==> config.mk <==
export PLATFORM = sky130hd
export DESIGN_NAME = calc_nport
export DESIGN_NICKNAME = d
export VERILOG_FILES = /design/src/rtl/calc_nport.sv
export SDC_FILE = /design/constraint.sdc
export NUM_CORES = 1
export LEC_CHECK = 0
export CAP_MARGIN = 20
export CORE_MARGIN = 4
export CORE_UTILIZATION = 53
export CTS_CLUSTER_DIAMETER = 50
export DETAILED_ROUTE_END_ITERATION = 8
export PLACE_DENSITY = 0.74
export SLEW_MARGIN = 5
export SYNTH_ARGS = -nofsm -noshare
export SYNTH_HDL_FRONTEND = slang
export SYNTH_SLANG_ARGS = --single-unit
==> constraint.sdc <==
create_clock -name c_clk -period 7.63 [get_ports c_clk]
set_input_delay 0.763 -clock c_clk [delete_from_list [all_inputs] [get_ports c_clk]]
set_output_delay 0.763 -clock c_clk [all_outputs]
set_load 0.01 [all_outputs]
==> src/rtl/calc_nport.sv <==
// calc_nport: multi-port add/sub/shift calculator.
// Each port captures {cmd, op1, op2} over two cycles into a small per-port
// queue. A round-robin arbiter issues one queue head per cycle into a
// two-stage execute pipeline, and the result is pulsed back on the origin port.
// Optional feature macro: CALC_NPORT_SHIFT_EN (builds the shift-left/right commands).
module calc_nport #(
    parameter int NPORTS = 4,
    parameter int DATA_W = 32,
    parameter int QDEPTH = 2
) (
    input  logic                     c_clk,
    input  logic                     reset,
    input  logic [NPORTS*4-1:0]      req_cmd_in,
    input  logic [NPORTS*DATA_W-1:0] req_data_in,
    output logic [NPORTS-1:0]        req_busy,
    output logic [NPORTS*2-1:0]      out_resp,
    output logic [NPORTS*DATA_W-1:0] out_data
);
    localparam int CW = $clog2(QDEPTH + 1);
    localparam int PW = (NPORTS > 1) ? $clog2(NPORTS) : 1;

    localparam logic [3:0] CMD_ADD = 4'd1;
    localparam logic [3:0] CMD_SUB = 4'd2;
`ifdef CALC_NPORT_SHIFT_EN
    localparam logic [3:0] CMD_SHL = 4'd5;
    localparam logic [3:0] CMD_SHR = 4'd6;
    localparam int         SW      = (DATA_W > 1) ? $clog2(DATA_W) : 1;
`endif
    localparam logic [1:0] RESP_OK  = 2'd1;
    localparam logic [1:0] RESP_OVF = 2'd2;
    localparam logic [1:0] RESP_INV = 2'd3;

    typedef enum logic {S_IDLE, S_OP2} state_t;

    typedef struct packed {
        logic [3:0]        cmd;
        logic [DATA_W-1:0] op1;
        logic [DATA_W-1:0] op2;
    } req_t;

    state_t            state     [NPORTS];
    state_t            state_nxt [NPORTS];
    logic [3:0]        cap_cmd   [NPORTS];
    logic [DATA_W-1:0] cap_op1   [NPORTS];
    req_t              q         [NPORTS][QDEPTH];
    logic [CW-1:0]     q_cnt     [NPORTS];
    logic [CW-1:0]     wr_idx    [NPORTS];
    logic [NPORTS-1:0] accept, push, pop;

    logic [PW-1:0]     rr_ptr, grant_port;
    logic              grant_vld;
    req_t              grant_req;

    logic              s1_vld;
    logic [PW-1:0]     s1_port;
    req_t              s1_req;
    logic [DATA_W:0]   ex_sum;
    logic [1:0]        ex_resp;
    logic [DATA_W-1:0] ex_data;

    // Round-robin pick: first non-empty queue at or after rr_ptr, then wrap
    always_comb begin
        grant_vld  = 1'b0;
        grant_port = '0;
        grant_req  = '0;
        pop        = '0;
        for (int p = 0; p < NPORTS; p++) begin
            if (!grant_vld && q_cnt[p] != '0 && PW'(p) >= rr_ptr) begin
                grant_vld  = 1'b1;
                grant_port = PW'(p);
                grant_req  = q[p][0];
                pop[p]     = 1'b1;
            end
        end
        for (int p = 0; p < NPORTS; p++) begin
            if (!grant_vld && q_cnt[p] != '0 && PW'(p) < rr_ptr) begin
                grant_vld  = 1'b1;
                grant_port = PW'(p);
                grant_req  = q[p][0];
                pop[p]     = 1'b1;
            end
        end
    end

    // Capture FSM next state; busy counts a request still collecting op2
    always_comb begin
        for (int p = 0; p < NPORTS; p++) begin
            state_nxt[p] = state[p];
            accept[p]    = 1'b0;
            push[p]      = 1'b0;
            req_busy[p]  = !reset &&
                (({1'b0, q_cnt[p]} + (CW+1)'(state[p] == S_OP2)) == (CW+1)'(QDEPTH));
            wr_idx[p]    = q_cnt[p] - CW'(pop[p]);
            case (state[p])
                S_IDLE: begin
                    if (req_cmd_in[4*p +: 4] != 4'd0 && !req_busy[p]) begin
                        accept[p]    = 1'b1;
                        state_nxt[p] = S_OP2;
                    end
                end
                S_OP2: begin
                    push[p]      = 1'b1;
                    state_nxt[p] = S_IDLE;
                end
                default: state_nxt[p] = S_IDLE;
            endcase
        end
    end

    // Capture FSM state register and command/operand-1 latch
    always_ff @(posedge c_clk) begin
        for (int p = 0; p < NPORTS; p++) begin
            if (reset) state[p] <= S_IDLE;
            else       state[p] <= state_nxt[p];
            if (accept[p]) begin
                cap_cmd[p] <= req_cmd_in[4*p +: 4];
                cap_op1[p] <= req_data_in[p*DATA_W +: DATA_W];
            end
        end
    end

    // Per-port shift queue: head at entry 0, pop shifts down, push lands after the tail
    always_ff @(posedge c_clk) begin
        for (int p = 0; p < NPORTS; p++) begin
            if (reset) q_cnt[p] <= '0;
            else       q_cnt[p] <= q_cnt[p] + CW'(push[p]) - CW'(pop[p]);
            if (pop[p])
                for (int i = 0; i < QDEPTH - 1; i++) q[p][i] <= q[p][i+1];
            if (push[p])
                for (int i = 0; i < QDEPTH; i++)
                    if (wr_idx[p] == CW'(i))
                        q[p][i] <= {cap_cmd[p], cap_op1[p], req_data_in[p*DATA_W +: DATA_W]};
        end
    end

    // Arbiter pointer moves to the port after the last grant
    always_ff @(posedge c_clk) begin
        if (reset)          rr_ptr <= '0;
        else if (grant_vld) rr_ptr <= (grant_port == PW'(NPORTS - 1)) ? '0 : grant_port + 1'b1;
    end

    // Execute stage 1: hold the granted request
    always_ff @(posedge c_clk) begin
        if (reset) s1_vld <= 1'b0;
        else       s1_vld <= grant_vld;
        s1_port <= grant_port;
        s1_req  <= grant_req;
    end

    // Result and response code for the request in stage 1
    always_comb begin
        ex_sum  = {1'b0, s1_req.op1} + {1'b0, s1_req.op2};
        ex_resp = RESP_INV;
        ex_data = '0;
        case (s1_req.cmd)
            CMD_ADD: begin
                if (ex_sum[DATA_W]) ex_resp = RESP_OVF;
                else begin
                    ex_resp = RESP_OK;
                    ex_data = ex_sum[DATA_W-1:0];
                end
            end
            CMD_SUB: begin
                if (s1_req.op2 > s1_req.op1) ex_resp = RESP_OVF;
                else begin
                    ex_resp = RESP_OK;
                    ex_data = s1_req.op1 - s1_req.op2;
                end
            end
`ifdef CALC_NPORT_SHIFT_EN
            CMD_SHL: begin
                ex_resp = RESP_OK;
                ex_data = s1_req.op1 << s1_req.op2[SW-1:0];
            end
            CMD_SHR: begin
                ex_resp = RESP_OK;
                ex_data = s1_req.op1 >> s1_req.op2[SW-1:0];
            end
`endif
            default: ;
        endcase
    end

    // Execute stage 2: one-cycle response pulse on the originating port
    always_ff @(posedge c_clk) begin
        out_resp <= '0;
        out_data <= '0;
        if (!reset && s1_vld) begin
            out_resp[2*s1_port +: 2]           <= ex_resp;
            out_data[s1_port*DATA_W +: DATA_W] <= ex_data;
        end
    end

endmodule

==> results.txt <==
----------------------------------------------------
[Routing]
  Vias post-DR ... ~22000
  DRC violations left ... 5
  Routed len/inst ... 24.65 um
  First drt pass iteration count ... 9
  Via density per instance ... 6.021
  Overall routed net length ... roughly 90000 um
  Antenna violation net count after detailed routing ... 0
  Drt first-iter violations ... 2521

[Yosys]
  Count of different cell masters after synthesis ... 88
  Post-synth top area share ... a little under three fifths
  Share of the yosys chip area belonging to registers ... 69.15%
  Synthesized cell area ... between 0.03 and 0.04 mm^2
  Number of enable flip-flop cells after synthesis ... slightly below 700
  Cell type contributing the most total cell area after synthesis ... sky130_fd_sc_hd__edfxtp_1
  Most instantiated flip-flop cell in the synthesis netlist ... sky130_fd_sc_hd__edfxtp_1
  Warnings from Yosys ... 0
  Synth top cells by count ... sky130_fd_sc_hd__edfxtp_1, sky130_fd_sc_hd__mux2_2, sky130_fd_sc_hd__dfxtp_1
  Synth async-reset ratio ... 0%
  Avg Cell Area, Syn ... ~15 um^2
  Count of mapped cells out of synthesis ... 2414
  Number of flip-flops and latches in the synthesized netlist ... 909
  Syn_nets ... 2651
  Top post-synthesis cells by area ... sky130_fd_sc_hd__edfxtp_1, sky130_fd_sc_hd__dfxtp_1, sky130_fd_sc_hd__mux2_2, sky130_fd_sc_hd__ha_1, sky130_fd_sc_hd__a222oi_1
  Leading cell type by number of instances after synthesis ... sky130_fd_sc_hd__edfxtp_1

[Worst setup path]
  Number of cells on the worst reg-to-reg path ... 12
  Sort of element at the end of the critical path ... flip-flop
  Slowest cell delay on critical path ... 0.86 ns
  Top cell by count, worst path ... sky130_fd_sc_hd__buf_4
  Cell-by-cell trace of the critical path ... nor2_1 > o21ai_0 > a21boi_0 > and2_1 > nand2_1 > nor3_4 > or2_2 > ha_1 > nand3b_1 > buf_4 > buf_4 > mux2_2
  Worst Path Max Fanout ... 48
  Worst path slowest cell ... sky130_fd_sc_hd__nor3_4
  Kind of critical path ... reg2reg
  Worst setup SP type ... flip-flop
  Required time of the critical path ... 8.01 ns
  Arrival time worst endpoint ... between 5 and 6 ns

[Finish]
  Diodes inserted ... 0
  FF+latch area ... 0.02508 mm^2
  Net count of the finished layout ... 2940
  Fill cells ... 4737
  Share of the core filled with cells in the final layout ... 64.18%
  Footprint of the multi-input gates ... 0.01048 mm^2
  Fraction of layout instances using a drive strength above 1 ... 19.69%
  Synthesis-to-layout area growth ... 19.46%

[Timing]
  Final Hold Fails ... 0
  Setup-failing EPs final ... 0
  Fin. max-slew vios ... 0
  Post-route minimum period ... between 4 and 5 ns
  Setup TNS Final ... 0 ns
  Slew at the pin closest to its max-slew limit ... 1.125 ns
  Setup repair after global routing missed its margin ... false
  Worst max-slew margin expressed relative to the limit ... 24.98%
  Clock skew after layout ... 0.02932 ns
  Upper clock frequency limit ... between 0.2 and 0.25 GHz
  Final worst-path cycle share ... 64.41%

[Floorplan]
  Count of boundary I/O pins ... 286
  Die Width ... 269.6 um
  Initial Utilization ... 53.73%
  Area of the die ... around 0.073 mm^2
  Number of core rows ... 95
  Core Region ... 0.06751 mm^2
  Vertical extent of the die ... 269.6 um

[Clock network]
  Clock latency at the later pin of the worst-skew pair ... 0.65 ns
  TritonCTS sink count ... approximately 910
  Clock Path Buffers ... 3
  CTS tree ... done
  Hold buffer count at CTS ... 0
  Number of clock buffers inserted by TritonCTS ... 96
  Post-CTS resize count ... 0
  Clock transition time at the flip-flop clock pins of the worst setup and hold paths ... 0.06 ns
  Clock tree root driver cell ... sky130_fd_sc_hd__clkbuf_16
  Post CTS Setup Buffer Count ... 0
  Count of H-tree levels built during CTS ... 3

[Placed design]
  IO Port Bufs ... roughly 290
  Half-perimeter wire length of the detailed placement result ... 58190 um
  Routability congestion estimate ... 0.8997

[Global routing]
  Residual overflow from global routing ... 0
  GR Util All Layers ... 24.25%
  Via count of the first global-routing pass ... 22540
  Maximum number of pins on one net before global-route repair ... 71
  Antenna violations before repair ... 0
  Global-route wire length before repair ... ~140000 um

[Power and ir drop]
  Max IR drop VDD ... ~410 uV
  PD cells ... 468.5 mW/mm^2
  LEAKAGE ... 15.44 nW

[Hold path]
  Type of the most critical hold path ... reg2reg
  Hold Path Stages ... 0

[Outcome]
  Status ... finished with violations
  Failing checks ... design-rule violations

[Run]
  Maximum Capacitance Violations ... 0

----------------------------------------------------
==> critical path, delay by kind of cell, from the launching register on <==
kind,cells,cell delay [ns]
mux,1,0.42
flops,1,0.38
simple gates,6,2.00
fa+ha+maj,1,0.26
buf+inv,2,1.09
compound gates,2,0.46
==> power by group <==
group          switching (mW)  internal (mW)  total [mW]
Sequential              0.725           7.53        8.26
Combinational            4.91           2.53        7.44
Clock                    1.93           2.68        4.61
==> final cells by class <==
cell class	instances	share of cell area, %
sequential	909	57.89
multi-input combinational	1300	24.18
timing repair buffer	317	7.322
clock buffer	130	6.294
tap	873	2.521
clock inverter	48	1.112
inverter	79	0.6843
==> stage by stage <==
step           cells  hold WS [ns]  instance area, um^2  setup WS, ns  power [mW]
6_report        3656        0.4434                43330         2.716       20.30
5_1_grt         3656        0.4493                43330         2.405       21.28
4_1_cts         3654        0.4446                43280         2.764       20.33
3_5_place_dp    3476        0.4312                40070         2.838       15.69
3_3_place_gp    3474        0.4255                40010         2.892       15.44
2_1_floorplan   2414        0.4222                36280        0.4450       13.10
==> per-layer routing <==
layer	track usage [%]	up-vias	routed length, um
li1	-	9855	-
met1	32.16	10990	36360
met3	4.374	161	6993
met2	40.68	1005	43990
met5	0	-	0
met4	8.325	0	2779
==> cell usage in the layout (no fill, tap or decap), drive strengths merged, types with 11 or more instances in the layout <==
cell             n
ha              89
a21oi           78
nand2b          13
inv             88
buf             32
a221oi          21
nand2          113
nand3           85
a22oi           70
dfxtp          221
nor3            24
clkbuf         130
and2            27
clkinv          32
a21o            13
a222oi          68
edfxtp         688
and2b           23
nor2b           61
clkdlybuf4s50  285
o31ai           11
o22a            15
nor4            18
o21ai           40
a211oi          13
mux2           273
nor2           114
==> registers in the layout, indices dropped and copies added, names as in the netlist <==
| register | count |
|---|---|
| q_cnt | 8 |
| out_data | 128 |
| cap_cmd | 16 |
| rr_ptr | 2 |
| state | 4 |
| s1_req | 68 |
| s1_port | 2 |
| q | 544 |
| cap_op1 | 128 |
| out_resp | 8 |
| s1_vld | 1 |
==> kinds of logic (layout without fill, tap and decap cells) <==
logic type               after synthesis  count (layout)  synth area share (%)
AO/OA/AOI/OAI                        400             400                 9.082
XOR/XNOR                              15              15                0.3622
adder cells (fa/ha/maj)               91              91                 3.180
buffers and inverters                205             574                 2.404
flip-flops                           909             909                 69.15
multiplexers                         274             274                 8.502
AND/OR/NAND/NOR                      520             520                 7.322
==> path summary, 6_finish.rpt <==
kind,to,start,slack [ns]
hold reg to reg,q[2][33],cap_op1[2][1],0.44
setup / recovery,q[2][79],q_cnt[2][1],2.72
setup reg to reg,q[2][79],q_cnt[2][1],2.72
hold / removal,q[2][33],cap_op1[2][1],0.44
No activity file was read; power rests on OpenSTA's default activity.
